[src/rtl/sprite_draw.sv]
// CHIP-8 DXYN framebuffer engine: reads N sprite bytes and XORs them into the 64x32 1-bpp VRAM.
// Optional SPRITE_WRAP_EN: wrap rows past y=31 and pixels past x=63; otherwise the sprite is clipped.
module sprite_draw #(
  parameter logic [11:0] VRAM_BASE = 12'hF00
) (
  input  logic        clk,
  input  logic        rst_n,
  input  logic        start,
  input  logic [7:0]  x_coord,
  input  logic [7:0]  y_coord,
  input  logic [3:0]  rows,
  input  logic [11:0] sprite_addr,
  output logic        busy,
  output logic        done,
  output logic        collision,
  output logic [11:0] mem_addr,
  output logic        mem_we,
  output logic [7:0]  mem_wr_data,
  input  logic [7:0]  mem_rd_data
);

  typedef enum logic [2:0] {IDLE, SPR_RD, FB0_RD, FB1_RD, FB0_WR, FB1_WR, DONE} state_t;

  state_t      state_q, state_d;
  logic [5:0]  x0_q, x0_d;
  logic [4:0]  y0_q, y0_d;
  logic [3:0]  n_q, n_d;
  logic [3:0]  r_q, r_d;
  logic [11:0] i_q, i_d;
  logic [7:0]  s_q, s_d;
  logic        coll_q, coll_d;
  logic [11:0] addr_q, addr_d;
  logic        we_q, we_d;
  logic [7:0]  wdata_q, wdata_d;

  logic [4:0]  yy;
  logic [2:0]  xb, xb1, sh;
  logic [11:0] fb0_addr, fb1_addr;
  logic [15:0] mask_w;
  logic        fb1_acc;
  logic [3:0]  r_nx;
  logic        last_row;
  logic        unused_coord_bits;

  assign unused_coord_bits = ^{x_coord[7:6], y_coord[7:5]};

  always_comb begin
    yy       = y0_q + {1'b0, r_q};
    xb       = x0_q[5:3];
    sh       = x0_q[2:0];
    xb1      = xb + 3'd1;
    fb0_addr = VRAM_BASE + {4'b0, yy, xb};
    fb1_addr = VRAM_BASE + {4'b0, yy, xb1};
    // upper byte is the fb0 mask, lower byte the spill into fb1
    mask_w   = {s_q, 8'h00} >> sh;
    r_nx     = r_q + 4'd1;
`ifdef SPRITE_WRAP_EN
    fb1_acc  = (sh != 3'd0);
    last_row = (r_nx == n_q);
`else
    fb1_acc  = (sh != 3'd0) && (xb != 3'd7);
    last_row = (r_nx == n_q) || (({1'b0, y0_q} + {2'b0, r_nx}) >= 6'd32);
`endif
  end

  always_comb begin
    state_d = state_q;
    x0_d    = x0_q;
    y0_d    = y0_q;
    n_d     = n_q;
    r_d     = r_q;
    i_d     = i_q;
    s_d     = s_q;
    coll_d  = coll_q;
    addr_d  = addr_q;
    we_d    = 1'b0;
    wdata_d = wdata_q;
    case (state_q)
      IDLE, DONE: begin
        if (state_q == DONE) state_d = IDLE;
        if (start) begin
          x0_d   = x_coord[5:0];
          y0_d   = y_coord[4:0];
          n_d    = rows;
          i_d    = sprite_addr;
          r_d    = 4'd0;
          coll_d = 1'b0;
          if (rows == 4'd0) begin
            state_d = DONE;
          end else begin
            state_d = SPR_RD;
            addr_d  = sprite_addr;
          end
        end
      end
      SPR_RD: begin
        state_d = FB0_RD;
        addr_d  = fb0_addr;
      end
      FB0_RD: begin
        state_d = FB1_RD;
        s_d     = mem_rd_data;
        if (fb1_acc) addr_d = fb1_addr;
      end
      FB1_RD: begin
        state_d = FB0_WR;
        addr_d  = fb0_addr;
        we_d    = 1'b1;
        wdata_d = mem_rd_data ^ mask_w[15:8];
        coll_d  = coll_q | (|(mem_rd_data & mask_w[15:8]));
      end
      FB0_WR, FB1_WR: begin
        if (state_q == FB0_WR && fb1_acc) begin
          state_d = FB1_WR;
          addr_d  = fb1_addr;
          we_d    = 1'b1;
          wdata_d = mem_rd_data ^ mask_w[7:0];
          coll_d  = coll_q | (|(mem_rd_data & mask_w[7:0]));
        end else begin
          r_d = r_nx;
          if (last_row) begin
            state_d = DONE;
          end else begin
            state_d = SPR_RD;
            addr_d  = i_q + {8'b0, r_nx};
          end
        end
      end
      default: state_d = IDLE;
    endcase
  end

  always_ff @(posedge clk) begin
    if (!rst_n) begin
      state_q <= IDLE;
      x0_q    <= '0;
      y0_q    <= '0;
      n_q     <= '0;
      r_q     <= '0;
      i_q     <= '0;
      s_q     <= '0;
      coll_q  <= 1'b0;
      addr_q  <= '0;
      we_q    <= 1'b0;
      wdata_q <= '0;
    end else begin
      state_q <= state_d;
      x0_q    <= x0_d;
      y0_q    <= y0_d;
      n_q     <= n_d;
      r_q     <= r_d;
      i_q     <= i_d;
      s_q     <= s_d;
      coll_q  <= coll_d;
      addr_q  <= addr_d;
      we_q    <= we_d;
      wdata_q <= wdata_d;
    end
  end

  assign busy        = (state_q != IDLE) && (state_q != DONE);
  assign done        = (state_q == DONE);
  assign collision   = coll_q;
  assign mem_addr    = addr_q;
  assign mem_we      = we_q;
  assign mem_wr_data = wdata_q;

endmodule

[config.mk]
export PLATFORM = sky130hd
export DESIGN_NAME = sprite_draw
export DESIGN_NICKNAME = d
export VERILOG_FILES = /design/src/rtl/sprite_draw.sv
export SDC_FILE = /design/constraint.sdc
export NUM_CORES = 1
export LEC_CHECK = 0
export BUFFER_PORTS_ARGS = -buffer_cell sky130_fd_sc_hd__buf_4
export CORE_MARGIN = 5
export CORE_UTILIZATION = 55
export DETAILED_ROUTE_END_ITERATION = 10
export GPL_TIMING_DRIVEN = 0
export MAX_ROUTING_LAYER = met4
export PLACE_DENSITY = 0.81
export SYNTH_ARGS = -nofsm -noshare
export SYNTH_HDL_FRONTEND = slang
export SYNTH_SLANG_ARGS = --single-unit
[constraint.sdc]
create_clock -name clk -period 5.9 [get_ports clk]
set_input_delay 0 -clock clk [delete_from_list [all_inputs] [get_ports clk]]
set_output_delay 0 -clock clk [all_outputs]
set_load 0.05 [all_outputs]
==> reports/qor.csv, run 1 <==
metric,value,unit
synth-adder-area-share,0.0614,
crit_start,r_q[0]$_SDFFE_PN0P_,
synthFlopType,dfxtp_1,
p_total,0.00114,W
finClkSkew,0.00952,ns
num-fill-cells,543,
met1_length,5040,microns
rsz0062_at_grt,no,
max_freq,326,MHz
worstPathArrival,3.27,ns
yosys_warnings,0,
finish.utilization,0.733,
start_kind,flop,
wl,12000,microns
nets,662,
cts_max_level,3,
dieArea,8900,sq um
required,6.11,ns
insertedDiodeCount,0,
globalplace.congestion,1.00,
yosys-top-cells-area,"dfxtp_1 (33%), nand2_1 (8.6%), mux2i_1 (6.7%)",
yosysSeqAreaShare,0.328,
cts_buffer_depth,2,
antenna_found_initial,0,
synth-compound-area-share,0.219,
postCtsSetupRepairBufs,0,
drtPass1Iterations,6,
cts.sinks,64,
via_per_inst,5.79,
r2r_slack,2.84,ns
syn_nets,555,
grt_overflow,0,
setup_viol,0,
fin_area,5040,sq um
initial_core_util,0.569,
synthMuxAreaShare,0.0762,
netlist_area,3910,sq um
hold_class,input port to flop,
ys_async_sr_fraction,0,
synthSimpleGateAreaFrac,0.212,
drc,0,
pwr_density_cell,227,nW/um^2
ys_ff_latch,64,
max-slew-margin-rel,0.431,
critPathCaptureType,flop,
tightest_slew,0.845,ns
top_layer,met4,
tns,0,ns
crit_fanout,10,
syn-mean-instance-area,7.91,sq um
synth_edf_count,0,
fin_crit,3.06,ns
die_h,94.3,microns
row_count,30,
wl_met2,5690,microns
layout.cells.non_filler,702,
synthCells,494,
clockRootBuffer,clkbuf_8,
ctsHoldBuffers,35,
port_buffers,61,
synth_top_family_by_area,compound AO/OA/AOI/OAI gates,
placed_area,4490,sq um
hold_start,start,
core_area,6870,sq um
syn2layout_area_growth,28.8,%
io_pins,67,
cap_violations,0,
ant_nets,0,
vdd_ir_drop_max,179,uV
dp_cells,651,
cts_resized,0,
grt_max_degree,12,
wl_per_cell,17.1,microns
tritoncts,built,
ys_types,63,
cts_made_buffers,9,
yosysTopAreaCell,dfxtp_1,
clk_pin_slew,0.07,ns
drive_gt1_frac,0.173,
die_w,94.3,microns
worstSkewPairLatency,0.35,ns
track_usage,0.291,
path_class,flop to flop,
r2r-start,r_q[0]$_SDFFE_PN0P_,
grt_pass1_wl,19600,microns
first_global_vias,3959,
synth_xor_area_frac,0.0550,
drt_iter0_markers,435,
report.final.hold_viol_count,0,
fin_crit_sh,0.519,
finalMaxSlewViolations,0,
run_status,"complete, no violations",
yosys.area.top_type_share,0.328,
leakagePower,2.03,nW
dpl.hpwl,8560,microns
route.met3.wl,1040,microns
via_count,4066,
-- worst max-delay path, stage by stage, from the launching register on --
cell and delay [ns]:
dfxtp_1 0.49, nand3_1 0.19, or2_2 0.32, nand2_1 0.17, ha_1 0.27, a41oi_1 0.20, o21ai_0 0.15, a32o_1 0.31
a21oi_2 0.36, buf_2 0.34, a311oi_1 0.13
-- final cells by class --
cell class	count	area, sq um	share of cell area
plain buffers	30	138	0.0273
clock buffers	11	141	0.0281
flip-flops and latches	64	1280	0.254
multi-input cells	386	2440	0.484
repair buffers	96	808	0.160
inverters	14	52.6	0.0104
clock inverters	5	56.3	0.0112
well taps	96	120	0.0239
-- placed cells by master (no fill, tap or decap), types with 16 or more instances in the layout --
cell,netlist,final
dlygate4sd3_1,0,35
clkbuf_1,16,17
mux2i_1,26,26
ha_1,16,16
nand2_1,90,90
nor2_1,42,42
a21oi_1,50,50
o21ai_0,20,20
buf_4,1,62
dfxtp_1,64,64
-- flip-flops by register name (all words and copies together), names as in the netlist --
signal       cells
i_q             12
mem_addr        12
mem_wr_data      8
s_q              8
x0_q             6
y0_q             5
n_q              4
r_q              4
state_q          3
collision        1
mem_we           1
-- per-layer routing --
| metal | GRT usage | vias up |
|---|---|---|
| met2 | 0.465 | 181 |
| met3 | 0.0641 | 23 |
| met4 | 0.0963 | 0 |
| met1 | 0.365 | 1889 |
| met5 | - | - |
| li1 | - | 1973 |
-- final timing paths --
check,cells after the start,to
setup / recovery,10,mem_addr[0]$_SDFFE_PN0P_
hold / removal,5,state_q[1]$_SDFFE_PN0P_
setup reg to reg,10,mem_addr[0]$_SDFFE_PN0P_
hold reg to reg,2,mem_wr_data[5]$_SDFFE_PN0P_
-- kinds of logic (layout without fill, tap and decap cells) --
kind of cell               after synthesis  after routing
and+or+nand+nor                        186            186
AOI/OAI and AO/OA                      131            131
DFF                                     64             64
buffers and inverters                   44            156
muxes                                   29             29
xor gates and xnor gates                22             22
adders and majority gates               18             18
-- power by group --
group / switching (W) / internal, W
logic: 0.000165 / 0.000109
clock network: 0.000182 / 0.000206
registers: 0.0000204 / 0.000458
total: 0.000368 / 0.000774
-- cells in the mapped netlist, types with 3 or more instances --
cell	count
a211oi_2	3
a21oi_1	50
a221oi_1	5
a22oi_1	7
a32oi_1	3
buf_2	11
clkbuf_1	16
dfxtp_1	64
ha_1	16
inv_1	14
mux2i_1	26
nand2_1	90
nand2b_1	8
nand3_1	15
nor2_1	42
nor2b_1	4
nor3_1	6
nor3b_1	3
nor4_1	4
o211ai_1	4
o21ai_0	20
o21ai_1	3
o221ai_1	3
o22ai_1	6
xnor2_1	15
xor2_1	5
-- through the flow --
stage / setup WS [ns] / hold slack [ns]
after floorplan: 3.52 / 0.136
after global placement: 2.95 / 0.248
after detailed placement: 2.86 / 0.256
after CTS: 2.85 / 0.0731
after global routing: 2.59 / 0.158
final: 2.84 / 0.0886
(Power assumes the default switching activity.)
==> run 2: changes to the inputs <==
==> constraint.sdc (replaced) <==
create_clock -name clk -period 2.9 [get_ports clk]
set_input_delay 0 -clock clk [delete_from_list [all_inputs] [get_ports clk]]
set_output_delay 0 -clock clk [all_outputs]
set_load 0.05 [all_outputs]
==> run 2 against run 1 <==
  * Final cell count rose by 0.28%
  * Sequential share of layout area fell by 0.059 points
  * Critical path type unchanged
  * Hold slack improved by 0.0072 ns
  * First-iteration DRC count rose by 2.1%
  * Highest routed layer unchanged
  * Die area did not move
  * Critical path depth did not move
  * Clock power rose by 100%
  * Setup slack got worse by 2.6 ns
  * Fmax rose by 13%
==> reports/qor.csv, run 2 (same netlist as run 1, synthesis figures left out) <==
metric,value,unit,change
insertedDiodeCount,0,,unchanged
hold_ws,0.0958,ns,was 0.0886 ns
mostFrequentLayoutCells,"nand2_1 (90), buf_4 (63), dfxtp_1 (61)",,"was nand2_1 (90), dfxtp_1 (64), buf_4 (62)"
layout.cells.non_filler,704,,was 702
crit_chain,nand3_1 > or2_2 > nand2_1 > ha_1 > a41oi_1 > o21ai_0 > a32o_2 > a21oi_4 > clkbuf_4 > a311oi_1,,was nand3_1 > or2_2 > nand2_1 > ha_1 > a41oi_1 > o21ai_0 > a32o_1 > a21oi_2 > buf_2 > a311oi_1
row_count,30,,unchanged
first_global_vias,3963,,was 3959
fin_crit,2.70,ns,was 3.06 ns
crit_start,r_q[2]$_SDFFE_PN0P_,,was r_q[0]$_SDFFE_PN0P_
run_status,"complete, no violations",,unchanged
via_per_inst,5.83,,was 5.79
die_w,94.3,microns,unchanged
initial_core_util,0.569,,unchanged
setup_viol,0,,unchanged
tightest_slew,0.875,ns,was 0.845 ns
critPathCaptureType,flop,,unchanged
port_buffers,61,,unchanged
tns,0,ns,unchanged
cts.sinks,64,,unchanged
track_usage,0.291,,about the same
finalMaxSlewViolations,0,,unchanged
tritoncts,built,,unchanged
dp_cells,651,,unchanged
drt_iter0_markers,444,,was 435
r2r-start,r_q[2]$_SDFFE_PN0P_,,was r_q[0]$_SDFFE_PN0P_
io_pins,67,,unchanged
drive_gt1_frac,0.183,,was 0.173
rsz0062_at_grt,no,,unchanged
r2r_slack,0.20,ns,was 2.84 ns
syn2layout_area_growth,29.7,%,was 28.8%
worstSkewPairLatency,0.35,ns,about the same
cts_buffer_depth,2,,unchanged
r2r_cells,10,,unchanged
ant_nets,0,,unchanged
fin_area,5070,sq um,was 5040 sq um
report.final.hold_viol_count,0,,unchanged
leakagePower,2.06,nW,was 2.03 nW
drc,0,,unchanged
antenna_found_initial,0,,unchanged
final.setup.worst_slack,0.199,ns,was 2.84 ns
core_area,6870,sq um,unchanged
grt_pass1_wl,19700,microns,was 19600 microns
crit_fanout,10,,unchanged
critical_path.endpoint,mem_addr[0]$_SDFFE_PN0P_,,unchanged
gr-usage-met2,0.465,,unchanged
dpl.hpwl,8560,microns,unchanged
slowest_stage,dfxtp_2,,was dfxtp_1
hold_class,input port to flop,,unchanged
wl,12100,microns,was 12000 microns
path_class,flop to flop,,unchanged
grt_max_degree,12,,unchanged
cap_violations,0,,unchanged
start_kind,flop,,unchanged
wl_per_cell,17.1,microns,about the same
pre_cts_ws,-0.136,ns,was 2.86 ns
timing.rr.end,mem_addr[0]$_SDFFE_PN0P_,,unchanged
cts_made_buffers,9,,unchanged
grt_use_met1,0.366,,was 0.365
placed_area,4490,sq um,unchanged
grtUsageMet3,0.0641,,unchanged
max-slew-margin-rel,0.412,,was 0.431
clk_pin_slew,0.07,ns,about the same
cts_max_level,3,,unchanged
final_common_cell,nand2_1,,unchanged
drtPass1Iterations,6,,unchanged
dieArea,8900,sq um,unchanged
die_h,94.3,microns,unchanged
finClkSkew,0.00919,ns,was 0.00952 ns
worstPathArrival,2.90,ns,was 3.27 ns
num-fill-cells,534,,was 543
vdd_ir_drop_max,365,uV,was 179 uV
required,3.10,ns,was 6.11 ns
via_count,4106,,was 4066
critPathMaxStageDelay,0.39,ns,was 0.49 ns
multi_input_area,2450,sq um,was 2440 sq um
grt_overflow,0,,unchanged
globalplace.congestion,1.00,,unchanged
register_area,1290,sq um,was 1280 sq um
pwr_density_cell,459,nW/um^2,was 227 nW/um^2
clockRootBuffer,clkbuf_8,,unchanged
grt.busiest_layer,met2,,unchanged
nets,664,,was 662
fin_crit_sh,0.931,,was 0.519
max_freq,370,MHz,was 326 MHz
## run 2: cell types whose count changed in the layout (fill, tap and decap cells not counted), sizes merged
cell,before,now
buf,75,76
clkbuf,27,28
## run 2: timing repair
action / CTS / global route
gates resized for setup: 2 / 6
hold buffers: 35 / 0
setup buffers: 0 / 2
pin swaps: 0 / 1
hold endpoints to repair: 43 / 0
setup endpoints to repair: 12 / 12
## run 2: cell type report
class,instances,share of cell area
multi-input cells,386,0.482
flip-flops and latches,64,0.254
clock buffers,11,0.0279
clock inverters,5,0.0111
well taps,96,0.0237
inverters,14,0.0104
repair buffers,98,0.162
plain buffers,30,0.0284
## run 2: worst min path at each step
stage | start | to | slack, ns | depth (start not counted)
after global placement | y_coord[4] | y0_q[4]$_SDFFE_PN0P_ | 0.25 | 3
after floorplan | sprite_addr[0] | i_q[0]$_SDFFE_PN0P_ | 0.14 | 2
after global routing | start | state_q[1]$_SDFFE_PN0P_ | 0.15 | 5
after detailed placement | x_coord[0] | x0_q[0]$_SDFFE_PN0P_ | 0.26 | 3
final | start | state_q[1]$_SDFFE_PN0P_ | 0.1 | 5
after CTS | start | state_q[1]$_SDFFE_PN0P_ | 0.07 | 5
## run 2: metal layers
metal,part of all wire,up-vias
met3,0.087,18
met1,0.42,1916
met2,0.47,198
met5,0,-
met4,0.015,0
li1,-,1974
## run 2: power breakdown
group,switching [W],internal (W),leakage [nW]
registers,0.0000423,0.000932,0.525
logic,0.000339,0.000229,1.43
clock network,0.000367,0.000419,0.0993
total,0.000748,0.00158,2.06
## run 2: critical path, delay by kind of cell (launching register included)
kind                     cells  cell delay (ns)
AND/OR/NAND/NOR              3             0.62
buffers and inverters        1             0.28
AO/OA/AOI/OAI                5             0.99
flip-flops                   1             0.39
adder cells (fa/ha/maj)      1             0.27
## run 2: per-stage QoR
stage                util  total power [W]
global route        0.738          0.00243
floorplan               -          0.00133
CTS                 0.734          0.00232
detailed placement  0.653          0.00150
finish              0.738          0.00233
global placement    0.653          0.00149
